File: src/rtl/uart_tx_serializer_pkg.sv
// Shared UART transmitter definitions: state encodings, LCR bit positions,
// FIFO sizing defaults and the parity helper.
package uart_tx_serializer_pkg;

    localparam int UART_FIFO_WIDTH     = 8;
    localparam int UART_FIFO_COUNTER_W = 5;

    // LCR bit positions; [1:0] is the word-length select
    localparam int LCR_STB = 2;
    localparam int LCR_PEN = 3;
    localparam int LCR_EPS = 4;
    localparam int LCR_SP  = 5;
    localparam int LCR_BC  = 6;

    typedef enum logic [2:0] {
        ST_IDLE   = 3'd0,
        ST_START  = 3'd1,
        ST_DATA   = 3'd2,
        ST_PARITY = 3'd3,
        ST_STOP   = 3'd4
    } tx_state_e;

    // Stick parity overrides even/odd selection and sends the inverse of EPS
    function automatic logic parity_bit(input logic eps, input logic sp, input logic data_xor);
        if (sp)
            return ~eps;
        return eps ? data_xor : ~data_xor;
    endfunction

endpackage

File: src/rtl/uart_tx_serializer.sv
// UART transmit serializer: pops words from the TX FIFO and shifts them out
// as start/data/parity/stop frames, one bit per 16 enable pulses.
module uart_tx_serializer
    import uart_tx_serializer_pkg::*;
#(
    parameter int fifo_width     = UART_FIFO_WIDTH,
    parameter int fifo_counter_w = UART_FIFO_COUNTER_W
) (
    input  logic                      clk,
    input  logic                      rst_n,
    input  logic                      enable,
    input  logic [7:0]                lcr,
    input  logic [fifo_counter_w-1:0] tf_count,
    input  logic [fifo_width-1:0]     tf_data_out,
    output logic                      tf_pop,
    output logic                      stx_pad_o,
    output logic [2:0]                tstate,
    output logic                      tx_busy
);

    tx_state_e             state_reg, state_next;
    logic [3:0]            tick_reg, tick_next;
    logic [2:0]            bit_cnt_reg, bit_cnt_next;
    logic [fifo_width-1:0] shift_reg, shift_next;
    logic [5:0]            lcr_reg, lcr_next;
    logic                  par_xor_reg, par_xor_next;
    logic                  stx_reg, stx_next;
    logic                  load;
    logic                  last_data_bit;
    logic                  stop_done;
    logic                  word_xor;
    logic [fifo_width-1:0] data_mask;
    logic                  lcr_unused;

    assign lcr_unused = lcr[7];

    // Parity is taken over the bits that will actually be sent
    for (genvar gi = 0; gi < fifo_width; gi++) begin : g_mask
        assign data_mask[gi] = (gi < (int'(lcr[1:0]) + 5));
    end
    assign word_xor = ^(tf_data_out & data_mask);

    assign last_data_bit = (bit_cnt_reg == (3'd4 + {1'b0, lcr_reg[1:0]}));

    // Extra stop is 1.5 bit periods for 5-bit words, two otherwise
    always_comb begin
        stop_done = 1'b0;
        if (!lcr_reg[LCR_STB])
            stop_done = (tick_reg == 4'd15);
        else if (lcr_reg[1:0] == 2'd0)
            stop_done = (bit_cnt_reg == 3'd1) && (tick_reg == 4'd7);
        else
            stop_done = (bit_cnt_reg == 3'd1) && (tick_reg == 4'd15);
    end

    always_comb begin
        state_next   = state_reg;
        tick_next    = tick_reg;
        bit_cnt_next = bit_cnt_reg;
        shift_next   = shift_reg;
        lcr_next     = lcr_reg;
        par_xor_next = par_xor_reg;
        load         = 1'b0;

        if (enable) begin
            tick_next = tick_reg + 4'd1;
            case (state_reg)
                ST_IDLE: begin
                    tick_next = 4'd0;
                    load      = (tf_count != '0);
                end
                ST_START: begin
                    if (tick_reg == 4'd15)
                        state_next = ST_DATA;
                end
                ST_DATA: begin
                    if (tick_reg == 4'd15) begin
                        shift_next = shift_reg >> 1;
                        if (last_data_bit) begin
                            bit_cnt_next = 3'd0;
                            state_next   = lcr_reg[LCR_PEN] ? ST_PARITY : ST_STOP;
                        end else begin
                            bit_cnt_next = bit_cnt_reg + 3'd1;
                        end
                    end
                end
                ST_PARITY: begin
                    if (tick_reg == 4'd15)
                        state_next = ST_STOP;
                end
                ST_STOP: begin
                    if (tick_reg == 4'd15)
                        bit_cnt_next = bit_cnt_reg + 3'd1;
                    if (stop_done) begin
                        tick_next    = 4'd0;
                        bit_cnt_next = 3'd0;
                        state_next   = ST_IDLE;
                        load         = (tf_count != '0);
                    end
                end
                default: state_next = ST_IDLE;
            endcase

            if (load) begin
                state_next   = ST_START;
                tick_next    = 4'd0;
                bit_cnt_next = 3'd0;
                shift_next   = tf_data_out;
                lcr_next     = lcr[5:0];
                par_xor_next = word_xor;
            end
        end
    end

    // Line level is derived from the post-edge state so it lands on the same edge
    always_comb begin
        stx_next = 1'b1;
        case (state_next)
            ST_START:  stx_next = 1'b0;
            ST_DATA:   stx_next = shift_next[0];
            ST_PARITY: stx_next = parity_bit(lcr_next[LCR_EPS], lcr_next[LCR_SP], par_xor_next);
            default:   stx_next = 1'b1;
        endcase
        if (lcr[LCR_BC])
            stx_next = 1'b0;
    end

    always_ff @(posedge clk) begin
        if (!rst_n) begin
            state_reg   <= ST_IDLE;
            tick_reg    <= 4'd0;
            bit_cnt_reg <= 3'd0;
            shift_reg   <= '0;
            lcr_reg     <= 6'd0;
            par_xor_reg <= 1'b0;
            stx_reg     <= 1'b1;
        end else begin
            state_reg   <= state_next;
            tick_reg    <= tick_next;
            bit_cnt_reg <= bit_cnt_next;
            shift_reg   <= shift_next;
            lcr_reg     <= lcr_next;
            par_xor_reg <= par_xor_next;
            stx_reg     <= stx_next;
        end
    end

    assign tf_pop    = load & rst_n;
    assign stx_pad_o = stx_reg;
    assign tstate    = state_reg;
    assign tx_busy   = (state_reg != ST_IDLE);

endmodule

File: config.mk
export PLATFORM = sky130hd
export DESIGN_NAME = uart_tx_serializer
export DESIGN_NICKNAME = d
export VERILOG_FILES = /design/src/rtl/uart_tx_serializer_pkg.sv /design/src/rtl/uart_tx_serializer.sv
export SDC_FILE = /design/constraint.sdc
export NUM_CORES = 1
export LEC_CHECK = 0
export ABC_AREA = 1
export BUFFER_PORTS_ARGS = -buffer_cell sky130_fd_sc_hd__buf_2
export CAP_MARGIN = 10
export CORE_ASPECT_RATIO = 0.9
export CORE_MARGIN = 2
export CORE_UTILIZATION = 28
export CTS_CLUSTER_SIZE = 28
export DETAILED_ROUTE_END_ITERATION = 8
export GPL_TIMING_DRIVEN = 0
export HOLD_SLACK_MARGIN = 0.06
export SYNTH_ARGS = -nofsm -noshare
export SYNTH_HDL_FRONTEND = slang
export SYNTH_SLANG_ARGS = --single-unit
File: constraint.sdc
create_clock -name clk -period 4.4 [get_ports clk]
set_input_delay 0.88 -clock clk [delete_from_list [all_inputs] [get_ports clk]]
set_output_delay 0.88 -clock clk [all_outputs]
set_load 0.03 [all_outputs]
After elaboration in Yosys (flattened, before gate mapping)
Index checks and enable logic that the tools add are counted.
{"block": "totals", "ff_bits": 26}
{"block": "classes", "reduce_logical": 13, "n_addsub": 4, "eq_ne": 13, "n_bitwise": 4, "n_mux": 39, "n_lt_le_gt_ge": 8}
{"op": "4-bit by 32-bit less-than comparator with 1-bit output (first input constant)", "n": 3}
{"op": "3-bit by 32-bit less-than comparator with 1-bit output (first input constant)", "n": 2}
{"op": "3-bit two-way mux", "n": 13}
{"op": "1-bit by 32-bit less-than comparator with 1-bit output (first input constant)", "n": 1}
{"op": "2-bit by 32-bit less-than comparator with 1-bit output (first input constant)", "n": 1}
{"op": "8-bit two-way mux", "n": 3}
{"op": "3-bit case mux with 5 select lines", "n": 1}
{"op": "1-bit two-way mux", "n": 14}
{"op": "3-bit by 2-bit == test with 1-bit output (second input constant)", "n": 4}
{"op": "6-bit two-way mux", "n": 2}
{"op": "3-bit by 1-bit == test with 1-bit output (second input constant)", "n": 3}
{"op": "8-bit bitwise AND", "n": 1}
{"op": "4-bit two-way mux", "n": 2}
{"op": "4-bit case mux with 2 select lines", "n": 1}
{"op": "8-bit parity", "n": 1}
{"op": "3-bit case mux with 2 select lines", "n": 1}
{"op": "3-bit nonzero test", "n": 2}
{"op": "5-bit nonzero test", "n": 1}
{"op": "2-bit by 3-bit adder with 4-bit output (second input constant)", "n": 1}
{"op": "4-bit by 1-bit adder with 4-bit output (second input constant)", "n": 1}
{"op": "4-bit by 3-bit == test with 1-bit output (second input constant)", "n": 1}
{"op": "4-bit == test (second input constant)", "n": 1}
{"op": "3-bit by 4-bit less-than comparator with 1-bit output (first input constant)", "n": 1}
{"op": "4-bit != test (second input constant)", "n": 1}
{"op": "other kinds (16)", "n": 19}

Depth between registers and ports, before layout
Gate-level depths: netlist (run 1).
{"block": "depth", "ltp_word": 14, "depth_mapped": 16}

Worst setup path before layout (run 1)
OpenSTA, ideal clock, no wires.
{"block": "synth_path", "kind": "input to output", "startpoint": "input port tf_count[3]", "endpoint": "output port tf_pop", "required_time_ns": 3.520, "setup_slack_ns": 1.650, "t_arrival_ns": 1.870, "path_stages": 7, "cell_sequence": "nor2_1 nand3b_1 nand2_1 inv_1 nand3_2 buf_6 nor2_1"}
{"block": "synth_between", "elab_chain_len": 6}
{"item": "from (decl)", "line": "uart_tx_serializer.sv:13", "source": "input logic [fifo_counter_w-1:0] tf_count,"}
{"item": "5-bit nonzero test *", "line": "uart_tx_serializer.sv:70, uart_tx_serializer.sv:98"}
{"item": "1-bit two-way mux", "line": "uart_tx_serializer.sv:94", "source": "if (stop_done) begin"}
{"item": "1-bit case mux with 2 select lines *", "line": "uart_tx_serializer.sv:67", "source": "case (state_reg)"}
{"item": "1-bit two-way mux * (2 in series)", "line": "uart_tx_serializer.sv:65", "source": "if (enable) begin"}
{"item": "1-bit bitwise AND *", "line": "uart_tx_serializer.sv:148", "source": "assign tf_pop = load & rst_n;"}
{"item": "to (decl)", "line": "uart_tx_serializer.sv:15", "source": "output logic tf_pop,"}
Mark *: on every way between the ends. The rest lies on a longest branch, timed or not. The select of a mux whose other input is x is not followed.

Worst setup path after layout (run 1)
Ends and elaborated chain as after synthesis.

==> results of run 1 <==
==> worst max-delay path, cell delays in order <==
cell,delay [ps]
buf_2,70
nor2_1,30
nand3b_1,70
nand2_1,50
inv_1,220
nand3_2,150
buf_6,170
nor2_1,120
buf_2,220
==> cell usage after synthesis, drive strengths merged <==
master	count
nor3	4
xor2	4
clkbuf	1
nand2	67
o31ai	1
o21ai	19
inv	39
or3b	1
nand4	5
clkinv	1
dfxtp	26
a31oi	6
a21oi	16
buf	3
nor2	32
xnor2	2
nand3b	2
ha	4
or2	1
nand3	18
==> area by class of cell <==
| class | count | area, sq um | area share (%) |
|---|---|---|---|
| clock inverter | 1 | 30.0 | 1.52 |
| buffer | 4 | 30.0 | 1.52 |
| inverter | 40 | 151 | 7.67 |
| multi-input combinational | 182 | 972 | 49.3 |
| timing repair buffer | 28 | 140 | 7.10 |
| tap | 70 | 87.6 | 4.44 |
| clock buffer | 3 | 41.3 | 2.09 |
| sequential | 26 | 520 | 26.4 |
==> layer usage <==
metal	wire, um	vias to the layer above	share of wire, %	global-route usage [%]
met1	1930	703	51	16.1
met4	20	0	0.53	1.90
met5	0	-	0	0
met3	148	2	3.9	2.87
li1	-	870	-	-
met2	1650	23	44	20.6
==> power groups by stage <==
stage / logic, mW / clock network [mW] / registers, mW
floorplan: 0.0848 / 0 / 0.268
global placement: 0.120 / 0 / 0.267
detailed placement: 0.121 / 0 / 0.268
CTS: 0.122 / 0.213 / 0.262
global route: 0.138 / 0.221 / 0.265
finish: 0.121 / 0.207 / 0.262
==> path summary, 6_finish.rpt <==
kind | startpoint | cells after the start | slack (ps) | to
setup reg to reg | tick_reg[0] | 12 | 2530 | shift_reg[4]
hold reg to reg | shift_reg[2] | 2 | 480 | shift_reg[1]
setup / recovery | tf_count[3] | 9 | 1520 | tf_pop
hold / removal | shift_reg[2] | 2 | 480 | shift_reg[1]
==> logic make-up (layout without fill, tap and decap cells) <==
family,after synthesis,count (layout),share of synthesized area (%)
flip-flops,26,26,31.1
AND/OR/NAND/NOR,130,130,37.9
AO/OA/AOI/OAI,42,42,14.1
buffers and inverters,44,76,10.8
XOR/XNOR,6,6,3.14
adder cells (fa/ha/maj),4,4,2.99
==> Implementation_results.wiki, run 1 <==
{| class="wikitable"
! Metric !! Value
|-
| Iter 0 DRT Violations || 104
|-
| Slew HR || 69.0%
|-
| Fmax || 0.347 GHz
|-
| Postcts setup bufs || 0
|-
| Boundary pin count || 30
|-
| Hold/Removal Path Class || reg -> reg
|-
| Final wirelength || 3750 um
|-
| Commonest cells after routing, fill and taps aside || nand2_1 (63), inv_1 (39), nor2_1 (28), buf_2 (28), dfxtp_1 (26)
|-
| Area leader, netlist || dfxtp_1
|-
| Final-report hold violation count || 0
|-
| CP endpoint kind || output port
|-
| Maximum number of pins on one net before global-route repair || 16
|-
| Leak pwr || 0.935 nW
|-
| Unrepaired setup endpoints after global routing || no
|-
| Slew Limit Fails || 0
|-
| Clock transition time at the flip-flop clock pins of the worst setup and hold paths || 100 ps
|-
| Total power divided by cell area || 299 nW/um^2
|-
| Internal || 0.419 mW
|-
| Combinational fraction of design power || 20.5%
|-
| Number of warnings printed during yosys synthesis || 0
|-
| Final std cells w/o fill || 354
|-
| Netlist cell types || 30
|-
| Number of buffers added to fix hold violations after cts || 0
|-
| Post-placement cell area || 1900 sq um
|-
| Post-Synthesis Cells || 252
|-
| Area Growth Syn to Fin || 17.9%
|-
| Final non-filler cell area || 1970 sq um
|-
| Crit-path max FO || 10
|-
| DR vias || 1598
|-
| Worst-case clock skew || 7.30 ps
|-
| Count of nets left with antenna violations after detail routing || 0
|-
| Fraction of final layout cells sized beyond drive strength 1 || 18.3%
|-
| Net switching component of the power || 0.170 mW
|-
| Vias in the first global route || 1510
|-
| IR drop worst, VDD || 0.146 mV
|-
| DR DRC count || 0
|-
| Post-DR wirelength/cell || 10.6 um
|-
| Part of the cycle the worst path needs || 65.4%
|-
| Sum of negative setup slack || 0 ps
|-
| Area fraction of the dominant cell type after synthesis || 31.1%
|-
| Total placed cells including tap cells || 350
|-
| Critical path data arrival time || 2000 ps
|-
| Number of sinks driven by the clock tree || 26
|-
| Sequential fraction of design power || 44.5%
|-
| Run status || finished clean
|-
| Clock Tree Buf Depth || 2
|-
| GP Congestion || 0.761
|-
| Die area || 6610 sq um
|-
| Worst setup SP type || input pin
|-
| H-tree depth || 1
|-
| Total grt overflow || 0
|-
| Synthesized net count || 280
|-
| Power consumption || 0.590 mW
|-
| X dimension of the die || 85.5 um
|-
| Site Rows || 26
|-
| Total global routing track utilization || 12.2%
|-
| Cts bufs inserted || 3
|-
| Cell Area, Synth || 1670 sq um
|-
| Antenna violations before repair || 0
|-
| Die Height || 77.4 um
|-
| Setup Viol. Count Final || 0
|-
| Commonest non-fill, non-tap cell in the layout || nand2_1
|-
| Starting density of the core || 29.2%
|-
| Switching power share of the total || 28.9%
|-
| Master cell of the clock root buffer || clkbuf_8
|-
| Tightest Pin Transition || 465 ps
|-
| 1st-pass router iterations || 4
|-
| Smallest setup slack after layout || 1520 ps
|-
| First-pass GRT wire length || 6680 um
|-
| Worst-case hold slack || 477 ps
|-
| Synthesis-stage register bit count || 26
|-
| Routed via count divided by cell count || 4.51
|-
| Port buffer count || 28
|-
| DP Worst Slack || 1520 ps
|-
| CTS tree || done
|-
| Number of max-cap violations || 0
|-
| Placeable core region || 5730 sq um
|-
| Max FFs per register || 8
|-
| Data required time of the critical path || 3520 ps
|-
| Final critical-path required period || 2880 ps
|-
| Mean post-synth cell area || 6.64 sq um
|-
| Final Net Count || 313
|-
| Top cells by area in the synthesized netlist || dfxtp_1 (31%), nand2_1 (14%), inv_1 (8.7%)
|-
| Gates resized, CTS repair || 0
|-
| Sequential share of the synthesized area || 31.1%
|-
| Setup Crit Path Kind || in -> out
|-
| Antenna diode count || 0
|-
| Clock latency on the worst-skew pair || 280 ps
|-
| Number of fillers in the final layout || 641
|-
| Post-detail-place hpwl || 2900 um
|-
| Clock Power Share || 35.1%
|-
| Post-Route Utilization || 34.5%
|}
Note: power is estimated with default switching activity, not from simulation.
==> inputs of run 2 (changes only) <==
--- a/config.mk
+++ b/config.mk
@@ -5,7 +5,7 @@
 export SDC_FILE = /design/constraint.sdc
 export NUM_CORES = 1
 export LEC_CHECK = 0
-export ABC_AREA = 1
+export ABC_AREA = 0
 export BUFFER_PORTS_ARGS = -buffer_cell sky130_fd_sc_hd__buf_2
 export CAP_MARGIN = 10
 export CORE_ASPECT_RATIO = 0.9
==> constraint.sdc (replaced) <==
create_clock -name clk -period 2.33 [get_ports clk]
set_input_delay 0.466 -clock clk [delete_from_list [all_inputs] [get_ports clk]]
set_output_delay 0.466 -clock clk [all_outputs]
set_load 0.03 [all_outputs]
==> run 2 against run 1 <==
Design area is 0.82% higher. Routed wire length is 6.7% higher. Via count is 8.6% lower. Critical path depth is 1 lower. Die area is 4.9% lower. Final cell count is 20% lower. Critical path type is now reg -> out.
==> Implementation_results.wiki, run 2 <==
{| class="wikitable"
! Metric !! Value
|-
| GP Congestion || 0.778 (+2.3%)
|-
| Switching power share of the total || 30.4% (+1.4 points)
|-
| Antenna violations before repair || 0 (unchanged)
|-
| Die Height || 75.4 um (-2.5%)
|-
| Final Net Count || 243 (-22%)
|-
| Total power divided by cell area || 564 nW/um^2 (+89%)
|-
| Sequential fraction of design power || 46.2% (+1.7 points)
|-
| IR drop worst, VDD || 0.297 mV (+100%)
|-
| Post-placement cell area || 1820 sq um (-4.5%)
|-
| Clock transition time at the flip-flop clock pins of the worst setup and hold paths || 90 ps (about the same)
|-
| Most repeated cell in the gate-level netlist after synthesis || dfxtp_1
|-
| Slew Limit Fails || 0 (unchanged)
|-
| Smallest setup slack after layout || 95.5 ps (-1430 ps)
|-
| Placeable core region || 5560 sq um (-2.8%)
|-
| Site Rows || 26 (unchanged)
|-
| Data required time of the critical path || 1860 ps (-1660 ps)
|-
| Number of sinks driven by the clock tree || 26 (unchanged)
|-
| Boundary pin count || 30 (unchanged)
|-
| Final-report hold violation count || 0 (unchanged)
|-
| Area Growth Syn to Fin || 25.3%
|-
| Area leader, netlist || dfxtp_1
|-
| Run status || finished clean
|-
| Fraction of final layout cells sized beyond drive strength 1 || 30.4% (+12 points)
|-
| Post-DR wirelength/cell || 14.1 um (+33%)
|-
| X dimension of the die || 83.4 um (-2.5%)
|-
| Setup slack on the worst flop-to-flop path || 140 ps (-2390 ps)
|-
| DR DRC count || 0 (unchanged)
|-
| First-pass GRT wire length || 6420 um (-3.9%)
|-
| Max FFs per register || 8 (unchanged)
|-
| Maximum number of pins on one net before global-route repair || 15 (-1)
|-
| Main flop type after synthesis || dfxtp_1
|-
| Internal || 0.781 mW (+86%)
|-
| Number of max-cap violations || 0 (unchanged)
|-
| Cell Area, Synth || 1590 sq um (-5.2%)
|-
| Vias in the first global route || 1340 (-11%)
|-
| Final critical-path required period || 2230 ps
|-
| Hold Path End || lcr_reg[5]
|-
| Net switching component of the power || 0.340 mW (+100%)
|-
| DR vias || 1461 (-8.6%)
|-
| Register-to-Register Path Depth || 10 (-2)
|-
| Commonest non-fill, non-tap cell in the layout || buf_2
|-
| Cts bufs inserted || 3 (unchanged)
|-
| Sum of negative setup slack || 0 ps (unchanged)
|-
| Count of nets left with antenna violations after detail routing || 0 (unchanged)
|-
| Clock Tree Buf Depth || 2 (unchanged)
|-
| 1st-pass router iterations || 4 (unchanged)
|-
| Part of the cycle the worst path needs || 95.9%
|-
| Top cells by count, synth || dfxtp_1 (26), nor2_1 (18), a21oi_1 (10), xnor2_1 (10)
|-
| Die area || 6290 sq um (-4.9%)
|-
| Antenna diode count || 0 (unchanged)
|-
| Master cell of the clock root buffer || clkbuf_8
|-
| Final std cells w/o fill || 284 (-20%)
|-
| Starting density of the core || 28.5% (-0.70 points)
|-
| Synthesis-stage register bit count || 26 (unchanged)
|-
| Total grt overflow || 0 (unchanged)
|-
| Setup Viol. Count Final || 0 (unchanged)
|-
| Final wirelength || 4000 um (+6.7%)
|-
| Final non-filler cell area || 1990 sq um (+0.82%)
|-
| Post-Synthesis Cells || 178 (-29%)
|-
| Cell count of the worst hold path || 3 (+1)
|-
| Crit-path max FO || 9 (-1)
|-
| Total placed cells including tap cells || 275 (-21%)
|-
| Setup Crit Path Kind || reg -> out
|-
| Reg2Reg Launch Point || tick_reg[0]
|-
| Synthesized net count || 206 (-26%)
|-
| Worst-case hold slack || 430 ps (-47.4 ps)
|-
| Post-detail-place hpwl || 2970 um (+2.3%)
|-
| Combinational fraction of design power || 27.7% (+7.2 points)
|-
| Total global routing track utilization || 12.7% (+0.50 points)
|-
| Post-Route Utilization || 35.8% (+1.3 points)
|-
| Commonest cells after routing, fill and taps aside || buf_2 (29), dfxtp_1 (22), nor2_1 (18), xnor2_1 (10), a21oi_1 (10)
|-
| Number of warnings printed during yosys synthesis || 0 (unchanged)
|-
| Area fraction of the dominant cell type after synthesis || 32.8% (+1.7 points)
|-
| Async SR Flop Fraction || 0% (unchanged)
|-
| Netlist cell types || 55 (+83%)
|-
| Worst-case clock skew || 5.35 ps (-1.95 ps)
|-
| Port buffer count || 27 (-3.6%)
|-
| H-tree depth || 1 (unchanged)
|-
| Top cells by area in the synthesized netlist || dfxtp_1 (33%), xnor2_1 (5.5%), mux2i_1 (4.4%)
|-
| Power consumption || 1.12 mW (+90%)
|-
| Clock latency on the worst-skew pair || 270 ps (about the same)
|-
| Tightest Pin Transition || 570 ps (+105 ps)
|-
| Worst setup SP type || flop
|-
| CTS tree || done
|-
| Number of synthesized flops with an enable pin || 0 (unchanged)
|-
| Worst flop-to-flop path endpoint || stx_pad_o
|-
| Routed via count divided by cell count || 5.14 (+14%)
|-
| DP Worst Slack || 94.2 ps (-1430 ps)
|-
| Beginning of the worst hold path || lcr[5]
|-
| Critical path data arrival time || 1770 ps (-230 ps)
|-
| Sequential share of the synthesized area || 32.8% (+1.7 points)
|-
| Leak pwr || 0.782 nW (-16%)
|-
| Slew HR || 62.0% (-7.0 points)
|-
| Hold/Removal Path Class || in -> reg
|-
| Fmax || 0.448 GHz
|-
| Mean post-synth cell area || 8.92 sq um (+34%)
|-
| Clock Power Share || 26.1% (-9.0 points)
|-
| Number of buffers added to fix hold violations after cts || 0 (unchanged)
|-
| CP endpoint kind || output port
|-
| Iter 0 DRT Violations || 50 (-52%)
|}
[run 2: changes by cell type in the layout (fill, tap and decap cells not counted), moves of 6 or more]
cell / change
inv_1: -34
nand3_1: -6
xnor2_1: +8
o32ai_1: +6
mux2i_1: +7
o21ai_0: -7
nand2_1: -57
o21a_1: +7
nor2_1: -10
[run 2: logic make-up after synthesis]
logic type,after synthesis,share of synthesized area (%)
compound gates,59,28.4
xor+xnor,12,6.62
fa+ha+maj,4,3.15
buf+inv,14,4.26
flops,26,32.8
mux,7,4.41
simple gates,56,20.4
[run 2: layer usage]
| layer | wire [um] | GRT usage, % | part of all wire, % | vias up |
|---|---|---|---|---|
| met1 | 1920 | 17.5 | 48 | 692 |
| li1 | - | - | - | 725 |
| met5 | 0 | 0 | 0 | - |
| met3 | 262 | 3.25 | 6.6 | 2 |
| met4 | 24 | 2.19 | 0.60 | 0 |
| met2 | 1790 | 20.7 | 45 | 42 |
[run 2: layout make-up]
| type | instances | area, sq um |
|---|---|---|
| inverters | 5 | 18.8 |
| fillers | 585 | 3570 |
| repair buffers | 33 | 199 |
| well taps | 70 | 87.6 |
| plain buffers | 8 | 41.3 |
| flip-flops and latches | 26 | 533 |
| multi-input cells | 138 | 1050 |
| clock buffers | 4 | 55.1 |
[run 2: worst max path at each step]
stage / endpoint / cells after the start / start
5_1_grt: stx_pad_o / 10 / tick_reg[0]
3_3_place_gp: tf_pop / 7 / tick_reg[0]
4_1_cts: tf_pop / 7 / tick_reg[0]
2_1_floorplan: tf_pop / 6 / tick_reg[0]
3_5_place_dp: tf_pop / 7 / tick_reg[0]
6_report: tf_pop / 8 / bit_cnt_reg[1]
[run 2: timing repair]
| item | in CTS | in global routing |
|---|---|---|
| pin swaps | 2 | 4 |
| setup endpoints to repair | 1 | 1 |
| resized for setup | 7 | 12 |
| gates cloned | 0 | 0 |
| setup buffers | 2 | 4 |
[run 2: power groups by stage]
stage | Combinational [mW] | Sequential [mW] | Clock [mW]
5_1_grt | 0.341 | 0.523 | 0.315
6_report | 0.311 | 0.518 | 0.293
3_5_place_dp | 0.287 | 0.526 | 0
4_1_cts | 0.297 | 0.517 | 0.302
2_1_floorplan | 0.207 | 0.526 | 0
3_3_place_gp | 0.283 | 0.525 | 0
[run 2: critical path: stages, from the launching register on]
cell and delay [ps]:
dfxtp_2 370, inv_1 50, ha_1 160, and4b_2 270
o21a_4 140, o21ai_4 160, buf_12 140, nor3_4 40
buf_6 160
==> inputs of run 3 (changes only) <==
--- a/config.mk
+++ b/config.mk
@@ -10,7 +10,7 @@
 export CAP_MARGIN = 10
 export CORE_ASPECT_RATIO = 0.9
 export CORE_MARGIN = 2
-export CORE_UTILIZATION = 28
+export CORE_UTILIZATION = 39
 export CTS_CLUSTER_SIZE = 28
 export DETAILED_ROUTE_END_ITERATION = 8
 export GPL_TIMING_DRIVEN = 0
==> run 3 against run 2 <==
Combinational power shrank 2%. Core utilization grew 15 points. Largest cell class unchanged. Clock power grew 31%. Worst hold slack lost 3.1 ps. Largest power group unchanged. Fmax grew 0.42%. Setup slack gained 9.3 ps. Register-to-register slack gained 90 ps. Critical path type unchanged.
==> Implementation_results.wiki, run 3 (same netlist as run 2, synthesis figures left out) <==
{| class="wikitable"
! Metric !! Value
|-
| Run status || finished clean
|-
| Area Growth Syn to Fin || 20.8%
|-
| DR DRC count || 0 (unchanged)
|-
| DR vias || 1507 (+3.1%)
|-
| Worst setup SP type || flop
|-
| Final wirelength || 4150 um (+3.8%)
|-
| Placeable core region || 3810 sq um (-32%)
|-
| Routed via count divided by cell count || 5.80 (+13%)
|-
| Antenna diode count || 0 (unchanged)
|-
| GP Congestion || 0.894 (+15%)
|-
| Clock latency on the worst-skew pair || 280 ps (about the same)
|-
| Number of buffers added to fix hold violations after cts || 0 (unchanged)
|-
| Vias in the first global route || 1449 (+8.1%)
|-
| Sum of negative setup slack || 0 ps (unchanged)
|-
| CTS tree || done
|-
| Boundary pin count || 30 (unchanged)
|-
| Commonest cells after routing, fill and taps aside || buf_2 (29), dfxtp_1 (22), nor2_1 (18), xnor2_1 (10), a21oi_1 (10)
|-
| Setup Crit Path Kind || reg -> out
|-
| Total global routing track utilization || 18.9% (+6.2 points)
|-
| H-tree depth || 1 (unchanged)
|-
| Worst-case clock skew || 6.20 ps (+0.846 ps)
|-
| Port buffer count || 27 (unchanged)
|-
| Commonest non-fill, non-tap cell in the layout || buf_2
|-
| Leak pwr || 0.779 nW (-0.45%)
|-
| Max FFs per register || 8 (unchanged)
|-
| Total placed cells including tap cells || 251 (-8.7%)
|-
| Number of max-cap violations || 0 (unchanged)
|-
| Power consumption || 1.21 mW (+7.5%)
|-
| Total grt overflow || 0 (unchanged)
|-
| Critical path data arrival time || 1760 ps (about the same)
|-
| Hold/Removal Path Class || in -> reg
|-
| Final non-filler cell area || 1920 sq um (-3.6%)
|-
| Fraction of final layout cells sized beyond drive strength 1 || 29.9% (-0.47 points)
|-
| Clock transition time at the flip-flop clock pins of the worst setup and hold paths || 100 ps (about the same)
|-
| Final-report hold violation count || 0 (unchanged)
|-
| Post-placement cell area || 1790 sq um (-1.7%)
|-
| CP endpoint kind || output port
|-
| Final Net Count || 243 (unchanged)
|-
| Fmax || 0.449 GHz (+0.42%)
|-
| Count of nets left with antenna violations after detail routing || 0 (unchanged)
|-
| Data required time of the critical path || 1860 ps (about the same)
|-
| IR drop worst, VDD || 0.369 mV (+24%)
|-
| Maximum number of pins on one net before global-route repair || 16 (+1)
|-
| Final std cells w/o fill || 260 (-8.5%)
|-
| Post-detail-place hpwl || 3120 um (+5.3%)
|-
| Slew Limit Fails || 0 (unchanged)
|-
| 1st-pass router iterations || 4 (unchanged)
|-
| Crit-path max FO || 5 (-4)
|-
| Cts bufs inserted || 3 (unchanged)
|-
| Starting density of the core || 41.7% (+13 points)
|-
| First-pass GRT wire length || 6950 um (+8.3%)
|-
| X dimension of the die || 71.3 um (-15%)
|-
| Setup Viol. Count Final || 0 (unchanged)
|-
| Slew HR || 67.3% (+5.3 points)
|-
| Number of sinks driven by the clock tree || 26 (unchanged)
|-
| Die area || 4600 sq um (-27%)
|-
| Final critical-path required period || 2230 ps (-9.31 ps)
|-
| Master cell of the clock root buffer || clkbuf_8
|-
| Post-DR wirelength/cell || 16.0 um (+13%)
|-
| Site Rows || 21 (-19%)
|-
| Part of the cycle the worst path needs || 95.5% (-0.40 points)
|-
| Tightest Pin Transition || 491 ps (-78.9 ps)
|-
| Clock Tree Buf Depth || 2 (unchanged)
|-
| Post-Route Utilization || 50.3% (+15 points)
|-
| Total power divided by cell area || 629 nW/um^2 (+12%)
|-
| Die Height || 64.5 um (-14%)
|-
| Antenna violations before repair || 0 (unchanged)
|-
| Iter 0 DRT Violations || 112 (+120%)
|}
[run 3: power by group]
group          switching [mW]  internal (mW)
Combinational           0.165          0.139
Sequential             0.0351          0.484
Clock                   0.153          0.230
Total                   0.353          0.853
[run 3: path summary, 6_finish.rpt]
path	cells past startpoint	startpoint	slack (ps)	to
setup / recovery	7	tick_reg[0]	100	tf_pop
hold / removal	3	lcr[4]	430	lcr_reg[4]
setup reg to reg	9	bit_cnt_reg[1]	230	stx_pad_o
hold reg to reg	1	shift_reg[4]	470	shift_reg[4]
[run 3: final cells by class]
class	instances	area, sq um
fill	374	1890
buffer	9	52.6
sequential	26	528
inverter	5	18.8
multi-input combinational	138	1010
clock inverter	1	30.0
clock buffer	3	41.3
timing repair buffer	32	175
tap	46	57.6
[run 3: critical path, stage by stage, from the launching register on]
cell and delay, ps:
dfxtp_2 380, ha_2 200, nor4b_4 220, o21a_2 190, o21ai_4 60, buf_6 130, nor3_2 130, buf_4 180
[run 3: repair_timing]
item	CTS	global route
hold endpoints to repair	0	0
pin swaps	1	1
gates resized for setup	5	6
setup buffers	2	3
setup endpoints to repair	1	1
[run 3: metal layers]
metal  part of all wire (%)  global-route usage [%]  vias to the layer above
met1                     46                    25.3                      726
met3                    6.5                    4.04                        4
met5                      0                       0                        -
met4                   0.63                    2.83                        0
met2                     47                    31.9                       51
li1                       -                       -                      726
[run 3: through the flow]
stage                     worst slack (ps)  hold WS [ps]
after global placement                 139           451
after detailed placement               116           460
after global routing                 -7.08           449
after CTS                             7.76           425
after floorplan                        171           441
final                                  105           427
